$ cat config.mk
export PLATFORM = sky130hd
export DESIGN_NAME = riscv_writeback_flat
export DESIGN_NICKNAME = d
export VERILOG_FILES = /design/src/rtl/riscv_writeback_if.sv /design/src/rtl/riscv_writeback.sv /design/src/flat_wrapper.sv
export SDC_FILE = /design/constraint.sdc
export NUM_CORES = 1
export LEC_CHECK = 0
export BUFFER_PORTS_ARGS = -buffer_cell sky130_fd_sc_hd__buf_2
export CORE_AREA = 2 2 137 139
export CTS_CLUSTER_SIZE = 10
export DETAILED_ROUTE_END_ITERATION = 7
export DIE_AREA = 0 0 139 141
export PLACE_DENSITY = 0.82
export SYNTH_ARGS = -nofsm -noshare
export SYNTH_HDL_FRONTEND = slang
export SYNTH_SLANG_ARGS = --single-unit
$ cat constraint.sdc
create_clock -name clk_in -period 4.5 [get_ports clk_in]
set_clock_uncertainty 0.1 [all_clocks]
set_input_delay 0.9 -clock clk_in [delete_from_list [all_inputs] [get_ports clk_in]]
set_output_delay 0.9 -clock clk_in [all_outputs]
set_load 0.01 [all_outputs]
$ cat src/rtl/riscv_writeback_if.sv
// Writeback-stage signal bundle: memory-stage handshake, load response,
// register-file write strobe, decode forwarding/stall and the retire counter.
interface riscv_writeback_if #(
    parameter int CNT_WIDTH = 64
);
    logic                 mem_valid_in;
    logic                 mem_ready_out;
    logic [4:0]           mem_rd_in;
    logic [1:0]           mem_wb_sel_in;
    logic [31:0]          mem_alu_in;
    logic [31:0]          mem_pc4_in;
    logic [2:0]           mem_funct3_in;
    logic [1:0]           mem_addr_lo_in;
    logic                 dmem_rvalid_in;
    logic [31:0]          dmem_rdata_in;
    logic [4:0]           rd_out;
    logic [31:0]          rd_val_out;
    logic                 we_out;
    logic [4:0]           ra_in;
    logic [4:0]           rb_in;
    logic [31:0]          ra_val_in;
    logic [31:0]          rb_val_in;
    logic [31:0]          ra_fwd_out;
    logic [31:0]          rb_fwd_out;
    logic                 stall_out;
    logic [CNT_WIDTH-1:0] instret_out;

    modport master (
        output mem_valid_in, mem_rd_in, mem_wb_sel_in, mem_alu_in, mem_pc4_in,
               mem_funct3_in, mem_addr_lo_in, dmem_rvalid_in, dmem_rdata_in,
               ra_in, rb_in, ra_val_in, rb_val_in,
        input  mem_ready_out, rd_out, rd_val_out, we_out, ra_fwd_out, rb_fwd_out,
               stall_out, instret_out
    );

    modport slave (
        input  mem_valid_in, mem_rd_in, mem_wb_sel_in, mem_alu_in, mem_pc4_in,
               mem_funct3_in, mem_addr_lo_in, dmem_rvalid_in, dmem_rdata_in,
               ra_in, rb_in, ra_val_in, rb_val_in,
        output mem_ready_out, rd_out, rd_val_out, we_out, ra_fwd_out, rb_fwd_out,
               stall_out, instret_out
    );
endinterface

$ cat src/rtl/riscv_writeback.sv
// Final pipeline stage: retires instructions into register-file writes, waits on
// load data, forwards the in-flight write to decode and counts retirements.
// state     | meaning
// IDLE      | nothing retiring, ready to accept
// WAIT_LOAD | load accepted, waiting for dmem_rvalid_in
// COMMIT    | latched instruction retiring this cycle, ready to accept
module riscv_writeback #(
    parameter int CNT_WIDTH = 64
) (
    input  logic             clk_in,
    input  logic             rst_in,
    riscv_writeback_if.slave bus
);
    localparam logic [1:0] SEL_LOAD = 2'd1;
    localparam logic [1:0] SEL_PC4  = 2'd2;
    localparam logic [1:0] SEL_NONE = 2'd3;
    localparam logic [CNT_WIDTH-1:0] CNT_ONE = {{(CNT_WIDTH-1){1'b0}}, 1'b1};

    typedef enum logic [1:0] {IDLE, WAIT_LOAD, COMMIT} state_t;

    state_t               state;
    logic [4:0]           rd_q;
    logic [1:0]           wb_sel_q;
    logic [2:0]           funct3_q;
    logic [1:0]           addr_lo_q;
    logic [31:0]          alu_q;
    logic [31:0]          pc4_q;
    logic [31:0]          load_q;
    logic                 we_q;
    logic [CNT_WIDTH-1:0] instret_q;
    logic                 ready;
    logic                 accept;
    logic [31:0]          wb_val;

    function automatic logic [31:0] format_load(input logic [2:0]  f3,
                                                input logic [1:0]  lo,
                                                input logic [31:0] w);
        logic [7:0]  b;
        logic [15:0] h;
        case (lo)
            2'd0:    b = w[7:0];
            2'd1:    b = w[15:8];
            2'd2:    b = w[23:16];
            default: b = w[31:24];
        endcase
        // Halfword lane comes from addr_lo[1] only; a misaligned bit 0 is dropped.
        h = lo[1] ? w[31:16] : w[15:0];
        case (f3)
            3'd0:    format_load = {{24{b[7]}}, b};
            3'd1:    format_load = {{16{h[15]}}, h};
            3'd4:    format_load = {24'd0, b};
            3'd5:    format_load = {16'd0, h};
            default: format_load = w;
        endcase
    endfunction

    assign ready  = (state == IDLE) || (state == COMMIT);
    assign accept = bus.mem_valid_in && ready;

    always_ff @(posedge clk_in or negedge rst_in) begin
        if (!rst_in) begin
            state     <= IDLE;
            rd_q      <= '0;
            wb_sel_q  <= '0;
            funct3_q  <= '0;
            addr_lo_q <= '0;
            alu_q     <= '0;
            pc4_q     <= '0;
            load_q    <= '0;
            we_q      <= 1'b0;
            instret_q <= '0;
        end else begin
            case (state)
                IDLE, COMMIT: begin
                    if (accept) begin
                        rd_q      <= bus.mem_rd_in;
                        wb_sel_q  <= bus.mem_wb_sel_in;
                        funct3_q  <= bus.mem_funct3_in;
                        addr_lo_q <= bus.mem_addr_lo_in;
                        alu_q     <= bus.mem_alu_in;
                        pc4_q     <= bus.mem_pc4_in;
                        if (bus.mem_wb_sel_in == SEL_LOAD) begin
                            state <= WAIT_LOAD;
                            we_q  <= 1'b0;
                        end else begin
                            state     <= COMMIT;
                            we_q      <= (bus.mem_rd_in != 5'd0) &&
                                         (bus.mem_wb_sel_in != SEL_NONE);
                            instret_q <= instret_q + CNT_ONE;
                        end
                    end else begin
                        state <= IDLE;
                        we_q  <= 1'b0;
                    end
                end
                WAIT_LOAD: begin
                    if (bus.dmem_rvalid_in) begin
                        load_q    <= format_load(funct3_q, addr_lo_q, bus.dmem_rdata_in);
                        state     <= COMMIT;
                        we_q      <= (rd_q != 5'd0);
                        instret_q <= instret_q + CNT_ONE;
                    end
                end
                default: begin
                    state <= IDLE;
                    we_q  <= 1'b0;
                end
            endcase
        end
    end

    always_comb begin
        wb_val = alu_q;
        if (wb_sel_q == SEL_LOAD) begin
            wb_val = load_q;
        end else if (wb_sel_q == SEL_PC4) begin
            wb_val = pc4_q;
        end
    end

    // Register file writes at the edge, so decode reads this cycle see stale data.
    always_comb begin
        bus.ra_fwd_out = bus.ra_val_in;
        bus.rb_fwd_out = bus.rb_val_in;
        if (we_q && (rd_q == bus.ra_in) && (bus.ra_in != 5'd0)) begin
            bus.ra_fwd_out = wb_val;
        end
        if (we_q && (rd_q == bus.rb_in) && (bus.rb_in != 5'd0)) begin
            bus.rb_fwd_out = wb_val;
        end
    end

    assign bus.stall_out = (state == WAIT_LOAD) && (rd_q != 5'd0) &&
                           ((bus.ra_in == rd_q) || (bus.rb_in == rd_q));

    assign bus.mem_ready_out = ready;
    assign bus.rd_out        = rd_q;
    assign bus.rd_val_out    = wb_val;
    assign bus.we_out        = we_q;
    assign bus.instret_out   = instret_q;
endmodule

$ cat src/flat_wrapper.sv
// flat-port wrapper written by rule: the top's interface ports become plain ports
module riscv_writeback_flat 
#(
    parameter int CNT_WIDTH = 64
)
  (clk_in, rst_in, bus_mem_valid_in, bus_mem_rd_in, bus_mem_wb_sel_in, bus_mem_alu_in, bus_mem_pc4_in, bus_mem_funct3_in, bus_mem_addr_lo_in, bus_dmem_rvalid_in, bus_dmem_rdata_in, bus_ra_in, bus_rb_in, bus_ra_val_in, bus_rb_val_in, bus_mem_ready_out, bus_rd_out, bus_rd_val_out, bus_we_out, bus_ra_fwd_out, bus_rb_fwd_out, bus_stall_out, bus_instret_out);
  riscv_writeback_if #(.CNT_WIDTH(CNT_WIDTH)) bus_i ();
  input  logic clk_in;
  input  logic rst_in;
  input wire logic [$bits(bus_i.mem_valid_in)-1:0] bus_mem_valid_in;
  input wire logic [$bits(bus_i.mem_rd_in)-1:0] bus_mem_rd_in;
  input wire logic [$bits(bus_i.mem_wb_sel_in)-1:0] bus_mem_wb_sel_in;
  input wire logic [$bits(bus_i.mem_alu_in)-1:0] bus_mem_alu_in;
  input wire logic [$bits(bus_i.mem_pc4_in)-1:0] bus_mem_pc4_in;
  input wire logic [$bits(bus_i.mem_funct3_in)-1:0] bus_mem_funct3_in;
  input wire logic [$bits(bus_i.mem_addr_lo_in)-1:0] bus_mem_addr_lo_in;
  input wire logic [$bits(bus_i.dmem_rvalid_in)-1:0] bus_dmem_rvalid_in;
  input wire logic [$bits(bus_i.dmem_rdata_in)-1:0] bus_dmem_rdata_in;
  input wire logic [$bits(bus_i.ra_in)-1:0] bus_ra_in;
  input wire logic [$bits(bus_i.rb_in)-1:0] bus_rb_in;
  input wire logic [$bits(bus_i.ra_val_in)-1:0] bus_ra_val_in;
  input wire logic [$bits(bus_i.rb_val_in)-1:0] bus_rb_val_in;
  output wire logic [$bits(bus_i.mem_ready_out)-1:0] bus_mem_ready_out;
  output wire logic [$bits(bus_i.rd_out)-1:0] bus_rd_out;
  output wire logic [$bits(bus_i.rd_val_out)-1:0] bus_rd_val_out;
  output wire logic [$bits(bus_i.we_out)-1:0] bus_we_out;
  output wire logic [$bits(bus_i.ra_fwd_out)-1:0] bus_ra_fwd_out;
  output wire logic [$bits(bus_i.rb_fwd_out)-1:0] bus_rb_fwd_out;
  output wire logic [$bits(bus_i.stall_out)-1:0] bus_stall_out;
  output wire logic [$bits(bus_i.instret_out)-1:0] bus_instret_out;
  assign bus_i.mem_valid_in = bus_mem_valid_in;
  assign bus_i.mem_rd_in = bus_mem_rd_in;
  assign bus_i.mem_wb_sel_in = bus_mem_wb_sel_in;
  assign bus_i.mem_alu_in = bus_mem_alu_in;
  assign bus_i.mem_pc4_in = bus_mem_pc4_in;
  assign bus_i.mem_funct3_in = bus_mem_funct3_in;
  assign bus_i.mem_addr_lo_in = bus_mem_addr_lo_in;
  assign bus_i.dmem_rvalid_in = bus_dmem_rvalid_in;
  assign bus_i.dmem_rdata_in = bus_dmem_rdata_in;
  assign bus_i.ra_in = bus_ra_in;
  assign bus_i.rb_in = bus_rb_in;
  assign bus_i.ra_val_in = bus_ra_val_in;
  assign bus_i.rb_val_in = bus_rb_val_in;
  assign bus_mem_ready_out = bus_i.mem_ready_out;
  assign bus_rd_out = bus_i.rd_out;
  assign bus_rd_val_out = bus_i.rd_val_out;
  assign bus_we_out = bus_i.we_out;
  assign bus_ra_fwd_out = bus_i.ra_fwd_out;
  assign bus_rb_fwd_out = bus_i.rb_fwd_out;
  assign bus_stall_out = bus_i.stall_out;
  assign bus_instret_out = bus_i.instret_out;
  riscv_writeback #(.CNT_WIDTH(CNT_WIDTH)) u_core (.clk_in(clk_in), .rst_in(rst_in), .bus(bus_i));
endmodule
Word-level counts from Yosys, hierarchy flattened
Index checks and enable logic that the tools add are counted.
{"block": "totals", "ff_bits": 175, "in_bits": 186, "output_inout_bits": 168, "wordCells": 70}
{"block": "op_classes", "n_addsub": 1, "eq_ne": 18, "n_mux": 19, "n_reduce_logical": 22}
{"cell": "two-way mux 64 bit", "count": 3}
{"cell": "two-way mux 32 bit", "count": 4}
{"cell": "one-hot mux 32 bit (4 select lines)", "count": 1}
{"cell": "one-hot mux 64 bit (2 select lines)", "count": 1}
{"cell": "adder 64 x 1 -> 64 bit, second input constant", "count": 1}
{"cell": "one-hot mux 8 bit (3 select lines)", "count": 1}
{"cell": "== test 5 bit", "count": 4}
{"cell": "nonzero test 5 bit", "count": 4}
{"cell": "two-way mux 16 bit", "count": 1}
{"cell": "== test 2 x 1 -> 1 bit, second input constant", "count": 4}
{"cell": "logical AND 1 bit", "count": 8}
{"cell": "== test 2 bit, second input constant", "count": 3}
{"cell": "== test 3 bit, second input constant", "count": 2}
{"cell": "two-way mux 2 bit", "count": 3}
{"cell": "inequality test 2 bit, second input constant", "count": 3}
{"cell": "zero test 2 bit", "count": 2}
{"cell": "one-hot mux 2 bit (2 select lines)", "count": 1}
{"cell": "AND reduction 2 bit", "count": 2}
{"cell": "AND reduction 4 bit", "count": 1}
{"cell": "== test 3 x 1 -> 1 bit, second input constant", "count": 1}
{"cell": "zero test 3 bit", "count": 1}
{"cell": "two-way mux 1 bit", "count": 3}
{"cell": "logical OR 1 bit", "count": 2}
{"cell": "inequality test 2 x 1 -> 1 bit, second input constant", "count": 1}
{"cell": "other kinds (3)", "count": 3}

Longest topological paths before layout
Gate-level depths: netlist of the first run.
{"block": "logic_depth", "depth_word": 5, "ltp_mapped": 9, "depth_no_buf": 6}

Worst setup path after synthesis of the first run
No wires, ideal clock.
{"block": "synth_timing", "path_kind": "input port to output port", "startpoint": "input bus_rb_in[2]", "endpoint": "output bus_rb_fwd_out[10]", "arrival_time_ns": 2.178, "required_time_ns": 3.500, "setup_slack_ns": 1.322, "cell_stages": 6, "n_path_buf": 1, "cell_sequence": "xor2_1 nor3_1 nand3_1 nor2_1 buf_2 mux2_1"}
{"block": "synth_via", "elab_chain_cells": 4, "elab_cells_between_ends": 5, "classes_between": "eq/ne (1); mux (1); reduce/logical (3)"}
{"item": "start: declaration", "line_no": "flat_wrapper.sv:20", "source": "input wire logic [$bits(bus_i.rb_in)-1:0] bus_rb_in;"}
{"item": "== test 5 bit", "line_no": "riscv_writeback.sv:128", "source": "if (we_q && (rd_q == bus.rb_in) && (bus.rb_in != 5'd0)) begin"}
{"item": "logical AND 1 bit", "line_no": "riscv_writeback.sv:128"}
{"item": "logical AND 1 bit *", "line_no": "riscv_writeback.sv:128"}
{"item": "two-way mux 32 bit *", "line_no": "riscv_writeback.sv:128"}
{"item": "end: declaration", "line_no": "flat_wrapper.sv:28", "source": "output wire logic [$bits(bus_i.rb_fwd_out)-1:0] bus_rb_fwd_out;"}
Every way passes the cells marked *; elsewhere a longest branch is shown, timed or not.

Worst setup path after layout of the first run
{"block": "layout_timing", "startpoint": "input bus_ra_in[3]", "endpoint": "output bus_ra_fwd_out[16]"}
{"block": "layout_via", "elab_chain_cells": 4, "elab_cells_between_ends": 5, "classes_between": "eq/ne (1); mux (1); reduce/logical (3)"}
{"item": "start: declaration", "line_no": "flat_wrapper.sv:19", "source": "input wire logic [$bits(bus_i.ra_in)-1:0] bus_ra_in;"}
{"item": "== test 5 bit", "line_no": "riscv_writeback.sv:125", "source": "if (we_q && (rd_q == bus.ra_in) && (bus.ra_in != 5'd0)) begin"}
{"item": "logical AND 1 bit", "line_no": "riscv_writeback.sv:125"}
{"item": "logical AND 1 bit *", "line_no": "riscv_writeback.sv:125"}
{"item": "two-way mux 32 bit *", "line_no": "riscv_writeback.sv:125"}
{"item": "end: declaration", "line_no": "flat_wrapper.sv:27", "source": "output wire logic [$bits(bus_i.ra_fwd_out)-1:0] bus_ra_fwd_out;"}
Marks and branches as above.

==> Implementation_results.wiki, run 1 <==
{| class="wikitable"
! Metric !! Value
|-
| Met3 Track Usage GR || about 6.4%
|-
| I/O pins || 354
|-
| Cell Area, Synth || ~9600 µm²
|-
| Placed cell area || around 12000 µm²
|-
| Endpoint arrival time on the critical path || 2.65 ns
|-
| Flip-flop and latch count after synthesis || between 150 and 200
|-
| Met2 Usage GRT || about 47%
|-
| Maximum number of pins on one net before global-route repair || 83
|-
| Main area contributors after synthesis || dfrtp_1 46%, nand2_1 11%, mux2_1 6.6%
|-
| Data required time of the critical path || between 3 and 4 ns
|-
| Peak per-stage delay on the critical path || approximately 0.36 ns
|-
| Distinct cell type count after synthesis || 48
|-
| Hold_buf cts || 0
|-
| Initial antenna violation count || 3
|-
| Synthesized net count || roughly 1200
|-
| Initial standard-cell utilization of the core || 52.6%
|-
| Minimum clock period || 3.65 ns
|-
| Area of all sequential standard cells || ~4400 µm²
|-
| GRT busiest layer || met2
|-
| Routing usage on met1 || around a third
|-
| Critical Path End Type || output port
|-
| Vias per cell || 5.45
|-
| Detailed-routing iteration count for the pre-antenna-repair pass || 5
|-
| Number of input and output port buffers inserted || roughly 350
|-
| Pwr per Cell Area || between 300 and 400 nW/µm²
|-
| Clock H-tree levels || 4
|-
| Placer's final routability congestion estimate || roughly 0.87
|-
| Starting DRC count in detailed routing || slightly above 400
|-
| Final count of pins violating max slew || 0
|-
| Type of the worst setup path || input pin to output port
|-
| Path category of the worst min-delay check || flip-flop to flip-flop
|-
| Maximum net fanout on the critical path || 28
|-
| Die Area || approximately 20000 µm²
|-
| Number of buffers inserted to repair setup after CTS || 0
|-
| DPL Wire Length || about 20 mm
|-
| Dominant cell by count in the synthesized netlist || nand2_1
|-
| Area of the multi-input gates || 4950 µm²
|-
| Max cap viols || 0
|-
| Layout net count || approximately 1600
|-
| Number of failing hold endpoints at the final stage || 0
|-
| Fillers || 1500
|-
| Clock latency on the worst-skew pair || 0.42 ns
|-
| Post-Synthesis Cells || between 1000 and 1500
|-
| GRT Total Usage || roughly 28%
|-
| Critical Path Slowest Stage Cell || mux2_2
|-
| Fin area || 12200 µm²
|-
| Leakage power of the design || approximately 6.3 nW
|-
| Final setup violation count || 0
|-
| Worst path buffer plus inverter count || 3
|-
| Vias in the first global route || 8502
|-
| Clock tree root driver cell || clkbuf_16
|-
| Clock input transition at the sequential cells of the worst setup and hold paths || 0.07 ns
|-
| Ordered cell list for the critical path || buf_2 -> xor2_1 -> nor3_1 -> nand3_1 -> nor2_4 -> buf_12 -> mux2_2 -> buf_2
|-
| Vias after detailed routing || 8808
|-
| Final cycle utilization of the critical path || between 80% and 90%
|-
| Wire length of the first global-routing pass || about 44 mm
|-
| Achievable clock frequency || about 0.27 GHz
|-
| Die Y-Extent || around 140 µm
|-
| Synth async-reset ratio || between 90% and 100%
|-
| Detailed-route DRC error count || 0
|-
| Result of the run || finished clean
|-
| Share of synthesized area occupied by flip-flops and latches || ~46%
|-
| Dominant cell type by count on the critical path || buf_2
|-
| Number of buffers created by CTS || 17
|-
| Share of layout cells above drive strength 1 || about a third
|-
| CTS-repair resized insts || 0
|-
| Grt ovf || 0
|-
| Final-layout setup total negative slack || 0 ns
|-
| Area share of the largest cell type after synthesis || about 46%
|-
| Routed len/inst || 17.2 µm
|-
| Synth-to-layout area growth || 26.5%
|-
| Crit path launch type || input pin
|-
| Antenna Nets Post-Route || 0
|-
| Deepest clock path buffer count || 2
|-
| Leading cell types by count after synthesis || 288 x nand2_1, 175 x dfrtp_1, 57 x a21oi_1, 56 x mux2_1, 47 x xor2_1
|-
| Cell type with the largest total area after synthesis || dfrtp_1
|-
| Top cell family by delay on the critical path || simple AND/OR/NAND/NOR gates
|-
| Max-slew headroom at the worst pin || 30.3%
|-
| TritonCTS clock tree || done
|-
| Core Footprint || ~18000 µm²
|-
| Number of sinks on the clock net || around 180
|-
| Count of flip-flops with a built-in enable after synthesis || 0
|-
| Synth Warn # || 0
|-
| Worst-Margin Slew || about 1.0 ns
|-
| Placement Rows || 50
|-
| Total power of the final layout || 4.60 mW
|-
| Chip Width || around 140 µm
|-
| Worst IR Drop VDD || 0.000269 V
|-
| RSZ-0062 raised after global routing || false
|-
| Total routed wirelength || approximately 28 mm
|-
| Dominant synthesized flop cell || dfrtp_1
|-
| Mapped Avg Cell Area || 9.22 µm²
|}
==> worst paths after layout <==
check,startpoint,endpoint,slack (ns),cells past startpoint
max,bus_ra_in[3],bus_ra_fwd_out[16],0.85,8
min in group asynchronous,rst_in,u_core.bus.instret_out[10]$_DFFE_PN0P_,0.40,1
min reg2reg,u_core.bus.instret_out[63]$_DFFE_PN0P_,u_core.bus.instret_out[63]$_DFFE_PN0P_,0.37,1
max reg2reg,u_core.addr_lo_q[1]$_DFFE_PN0P_,u_core.load_q[29]$_DFFE_PN0P_,1.72,5
min,u_core.bus.instret_out[63]$_DFFE_PN0P_,u_core.bus.instret_out[63]$_DFFE_PN0P_,0.37,1
max in group asynchronous,rst_in,u_core.bus.instret_out[24]$_DFFE_PN0P_,2.80,2
==> sequential cells by signal, indices dropped and copies added (netlist names) <==
name                    count
u_core.funct3_q             3
u_core.addr_lo_q            2
u_core.load_q              32
u_core.pc4_q               32
u_core.bus.instret_out     64
u_core.wb_sel_q             2
u_core.bus.we_out           1
u_core.alu_q               32
u_core.bus.rd_out           5
u_core.state                2
==> placed cells by master, fill, tap and decap left out, types with 2 or more instances in the layout <==
cell type / count
buf_2: 352
nand2_1: 287
dfrtp_1: 173
a21oi_1: 57
mux2_1: 56
xor2_1: 47
mux2i_1: 40
nor2b_1: 40
nor2_1: 39
a211oi_1: 33
nand3_1: 27
nor3_1: 26
xnor2_1: 26
o21ai_0: 20
clkbuf_16: 17
o22ai_1: 16
inv_1: 10
nand4_1: 10
nor4_2: 10
mux2_2: 9
nor3_2: 9
buf_4: 8
clkinv_4: 6
nand4_2: 5
and3_1: 5
or4_1: 4
and4_1: 4
nor4_1: 4
buf_12: 3
o21ai_1: 2
nor2_4: 2
clkinv_1: 2
clkinvlp_4: 2
bufinv_16: 2
clkbuf_8: 2
clkinv_2: 2
==> report_power, final <==
group	leakage, nW	total (mW)	internal, mW	switching [mW]
sequential	2.20	2.05	1.80	0.248
combinational	3.77	1.06	0.462	0.600
clock	0.286	1.48	0.851	0.631
==> area by class of cell <==
class | instances | share of cell area [%]
diodes | 1 | 0.0206
repair buffers | 364 | 15.6
multi-input cells | 796 | 40.7
clock inverters | 12 | 1.13
inverters | 13 | 0.401
flip-flops and latches | 175 | 36.0
well taps | 234 | 2.41
clock buffers | 20 | 3.76
==> cells by family (layout without fill, tap and decap cells) <==
family | after synthesis | after routing | share of synthesized area, %
AO/OA/AOI/OAI | 131 | 131 | 8.08
AND/OR/NAND/NOR | 485 | 485 | 24.3
adder cells (fa/ha/maj) | 1 | 1 | 0.130
flip-flops | 175 | 175 | 45.6
XOR/XNOR | 73 | 73 | 6.65
buffers and inverters | 72 | 409 | 3.25
multiplexers | 106 | 106 | 12.0
other | 0 | 1 | 0
==> stage by stage <==
| step | instances | util (%) | setup slack [ns] | hold slack, ns |
|---|---|---|---|---|
| 2_1_floorplan | 1043 | - | 1.32 | 0.346 |
| 3_3_place_gp | 1582 | 63.3 | 0.939 | 0.353 |
| 3_5_place_dp | 1582 | 63.3 | 0.859 | 0.360 |
| 4_1_cts | 1614 | 66.6 | 0.859 | 0.371 |
| 5_1_grt | 1615 | 66.6 | 0.752 | 0.390 |
| 6_report | 1615 | 66.6 | 0.850 | 0.371 |
==> routing by layer <==
metal | vias to the layer above | share of wire (%)
met5 | - | 0
met3 | 37 | 7.1
met2 | 324 | 49
met1 | 4252 | 41
met4 | 0 | 2.1
li1 | 4195 | -
(Power assumes the default switching activity.)
==> run 2, diff against run 1 <==
--- a/config.mk
+++ b/config.mk
@@ -6,11 +6,10 @@
 export NUM_CORES = 1
 export LEC_CHECK = 0
 export BUFFER_PORTS_ARGS = -buffer_cell sky130_fd_sc_hd__buf_2
-export CORE_AREA = 2 2 137 139
+export CORE_UTILIZATION = 45
 export CTS_CLUSTER_SIZE = 10
 export DETAILED_ROUTE_END_ITERATION = 7
-export DIE_AREA = 0 0 139 141
-export PLACE_DENSITY = 0.82
+export PLACE_DENSITY = 0.74
 export SYNTH_ARGS = -nofsm -noshare
 export SYNTH_HDL_FRONTEND = slang
 export SYNTH_SLANG_ARGS = --single-unit
==> constraint.sdc (replaced) <==
create_clock -name clk_in -period 3.2 [get_ports clk_in]
set_clock_uncertainty 0.1 [all_clocks]
set_input_delay 0.64 -clock clk_in [delete_from_list [all_inputs] [get_ports clk_in]]
set_output_delay 0.64 -clock clk_in [all_outputs]
set_load 0.01 [all_outputs]
==> Implementation_results.wiki, run 2 (synthesis gave the netlist of run 1 again) <==
{| class="wikitable"
! Metric !! Value
|-
| Max-slew headroom at the worst pin || 44.7% (was 30.3%)
|-
| Fillers || 1927 (was 1500)
|-
| Detailed-route DRC error count || 0 (unchanged)
|-
| Total power of the final layout || 6.40 mW (was 4.60 mW)
|-
| Placer's final routability congestion estimate || 0.899 (was 0.873)
|-
| Endpoint arrival time on the critical path || 2.37 ns (was 2.65 ns)
|-
| Hold_buf cts || 0 (unchanged)
|-
| Achievable clock frequency || 0.322 GHz
|-
| Smallest hold slack || 0.141 ns (was 0.371 ns)
|-
| Data required time of the critical path || 2.46 ns (was 3.50 ns)
|-
| Chip Width || 148 µm (was 139 µm)
|-
| Vias in the first global route || 8183 (was 8502)
|-
| Fin area || 12300 µm² (was 12200 µm²)
|-
| Final cycle utilization of the critical path || a little over nine tenths
|-
| GRT busiest layer || met2 (unchanged)
|-
| Path category of the worst min-delay check || input pin to async pin (was flip-flop to flip-flop)
|-
| Leakage power of the design || 6.31 nW (was 6.25 nW)
|-
| Worst IR Drop VDD || 0.000346 V (was 0.000269 V)
|-
| Crit path launch type || input pin (unchanged)
|-
| Layout net count || 1563 (was 1554)
|-
| Reg-to-reg slack, setup || 0.56 ns (was 1.72 ns)
|-
| Placement Rows || 53 (was 50)
|-
| Maximum number of pins on one net before global-route repair || 90 (was 83)
|-
| Routing usage on met1 || 32.1% (was 35.0%)
|-
| Met2 Usage GRT || 42.1% (was 47.5%)
|-
| Starting DRC count in detailed routing || 386 (was 409)
|-
| DPL Wire Length || 20.7 mm (was 20.2 mm)
|-
| Deepest clock path buffer count || 2 (unchanged)
|-
| Detailed-routing iteration count for the pre-antenna-repair pass || 4 (was 5)
|-
| Number of failing hold endpoints at the final stage || 0 (unchanged)
|-
| GRT Total Usage || 25.3% (was 27.7%)
|-
| TritonCTS clock tree || done (unchanged)
|-
| Worst-Margin Slew || 0.829 ns (was 1.04 ns)
|-
| Core Footprint || 21000 µm² (was 18300 µm²)
|-
| Flip-flop count of the largest register, all copies and words added || 64 (unchanged)
|-
| Vias after detailed routing || 8703 (was 8808)
|-
| Die Area || 21900 µm² (was 19600 µm²)
|-
| Number of input and output port buffers inserted || 353 (unchanged)
|-
| Type of the worst setup path || input pin to output port (unchanged)
|-
| Source of the critical timing path || bus_rb_in[1] (was bus_ra_in[3])
|-
| Most common library cell in the layout ignoring fill and taps || buf_2 (unchanged)
|-
| Antenna Nets Post-Route || 0 (unchanged)
|-
| Capture instance of the worst register-to-register path || u_core.bus.instret_out[42]$_DFFE_PN0P_ (was u_core.load_q[29]$_DFFE_PN0P_)
|-
| Number of buffers created by CTS || 17 (unchanged)
|-
| Clock H-tree levels || 4 (unchanged)
|-
| Number of cells traversed by the worst register-to-register path || 6 (was 5)
|-
| Wire length of the first global-routing pass || 43.1 mm (was 43.7 mm)
|-
| I/O pins || 354 (unchanged)
|-
| Final count of pins violating max slew || 0 (unchanged)
|-
| Share of layout cells above drive strength 1 || 32.7% (was 32.0%)
|-
| Maximum net fanout on the critical path || 14 (was 28)
|-
| Met3 Track Usage GR || 6.01% (was 6.39%)
|-
| Critical Path End Type || output port (unchanged)
|-
| Total routed wirelength || 28.2 mm (was 27.8 mm)
|-
| Initial antenna violation count || 8 (was 3)
|-
| Clock input transition at the sequential cells of the worst setup and hold paths || 0.07 ns (about the same)
|-
| Die Y-Extent || 148 µm (was 141 µm)
|-
| Result of the run || finished clean (unchanged)
|-
| Vias per cell || 5.23 (was 5.45)
|-
| Pwr per Cell Area || 519 nW/µm² (was 378 nW/µm²)
|-
| Synth-to-layout area growth || 28.3% (was 26.5%)
|-
| Critical R2R Launch || u_core.bus.instret_out[0]$_DFFE_PN0P_ (was u_core.addr_lo_q[1]$_DFFE_PN0P_)
|-
| Placed cell area || 11700 µm² (was 11600 µm²)
|-
| Routed len/inst || 16.9 µm (was 17.2 µm)
|-
| Minimum clock period || about 3.1 ns
|-
| Max cap viols || 0 (unchanged)
|-
| Number of sinks on the clock net || 175 (unchanged)
|-
| Grt ovf || 0 (unchanged)
|-
| Clock latency on the worst-skew pair || 0.43 ns (was 0.42 ns)
|-
| Initial standard-cell utilization of the core || 45.9% (was 52.6%)
|-
| Commonest cells after routing, fill and taps aside || 352 x buf_2, 287 x nand2_1, 170 x dfrtp_1 (was 352 x buf_2, 287 x nand2_1, 173 x dfrtp_1)
|-
| Final setup violation count || 0 (unchanged)
|-
| Clock tree root driver cell || clkbuf_16 (unchanged)
|}
==> run 2: how the worst max path moves through the flow <==
stage	to	depth (start not counted)
2_1_floorplan	bus_rb_fwd_out[10]	6
3_3_place_gp	bus_rb_fwd_out[12]	8
3_5_place_dp	bus_rb_fwd_out[1]	8
4_1_cts	bus_rb_fwd_out[1]	7
5_1_grt	bus_rb_fwd_out[22]	8
6_report	bus_rb_fwd_out[1]	8
==> run 2: critical path, cell delays in order <==
cell	delay (ns)
buf_2	0.11
or4_1	0.52
o21ai_1	0.25
nor2_4	0.06
buf_12	0.14
buf_12	0.15
mux2_1	0.33
buf_2	0.15
==> run 2: metrics by stage <==
step | utilization, % | TNS, ns | instances | worst slack [ns]
6_report | 58.8 | 0 | 1664 | 0.0912
5_1_grt | 58.8 | -0.00950 | 1664 | -0.00400
4_1_cts | 58.5 | 0 | 1660 | 0.0633
3_5_place_dp | 55.8 | 0 | 1627 | 0.0920
3_3_place_gp | 55.8 | 0 | 1627 | 0.170
2_1_floorplan | - | 0 | 1043 | 0.542
==> run 2: where the power goes <==
group / internal, mW / switching [mW] / total (mW)
combinational: 0.670 / 0.888 / 1.56
sequential: 2.54 / 0.309 / 2.85
clock: 1.11 / 0.884 / 2.00
==> run 2: timing repair <==
action                     CTS  global route
cloned                       0             2
setup endpoints to repair   56            29
resized for setup            0             4
pin swaps                    2             3
buffers inserted             2             1
==> run 2: final cells by class <==
| type | count | area, µm² | share of cell area (%) |
|---|---|---|---|
| multi-input cells | 796 | 4950 | 40.1 |
| flip-flops and latches | 175 | 4390 | 35.6 |
| repair buffers | 373 | 2040 | 16.5 |
| clock buffers | 19 | 453 | 3.67 |
| well taps | 275 | 344 | 2.79 |
| clock inverters | 12 | 111 | 0.903 |
| inverters | 13 | 48.8 | 0.396 |
| diodes | 1 | 2.50 | 0.0203 |
==> run 2: layer usage <==
| layer | vias to the layer above | share of wire (%) |
|---|---|---|
| met1 | 4149 | 42 |
| met2 | 283 | 49 |
| met4 | 6 | 2.0 |
| met5 | - | 0.15 |
| met3 | 44 | 6.5 |
| li1 | 4221 | - |
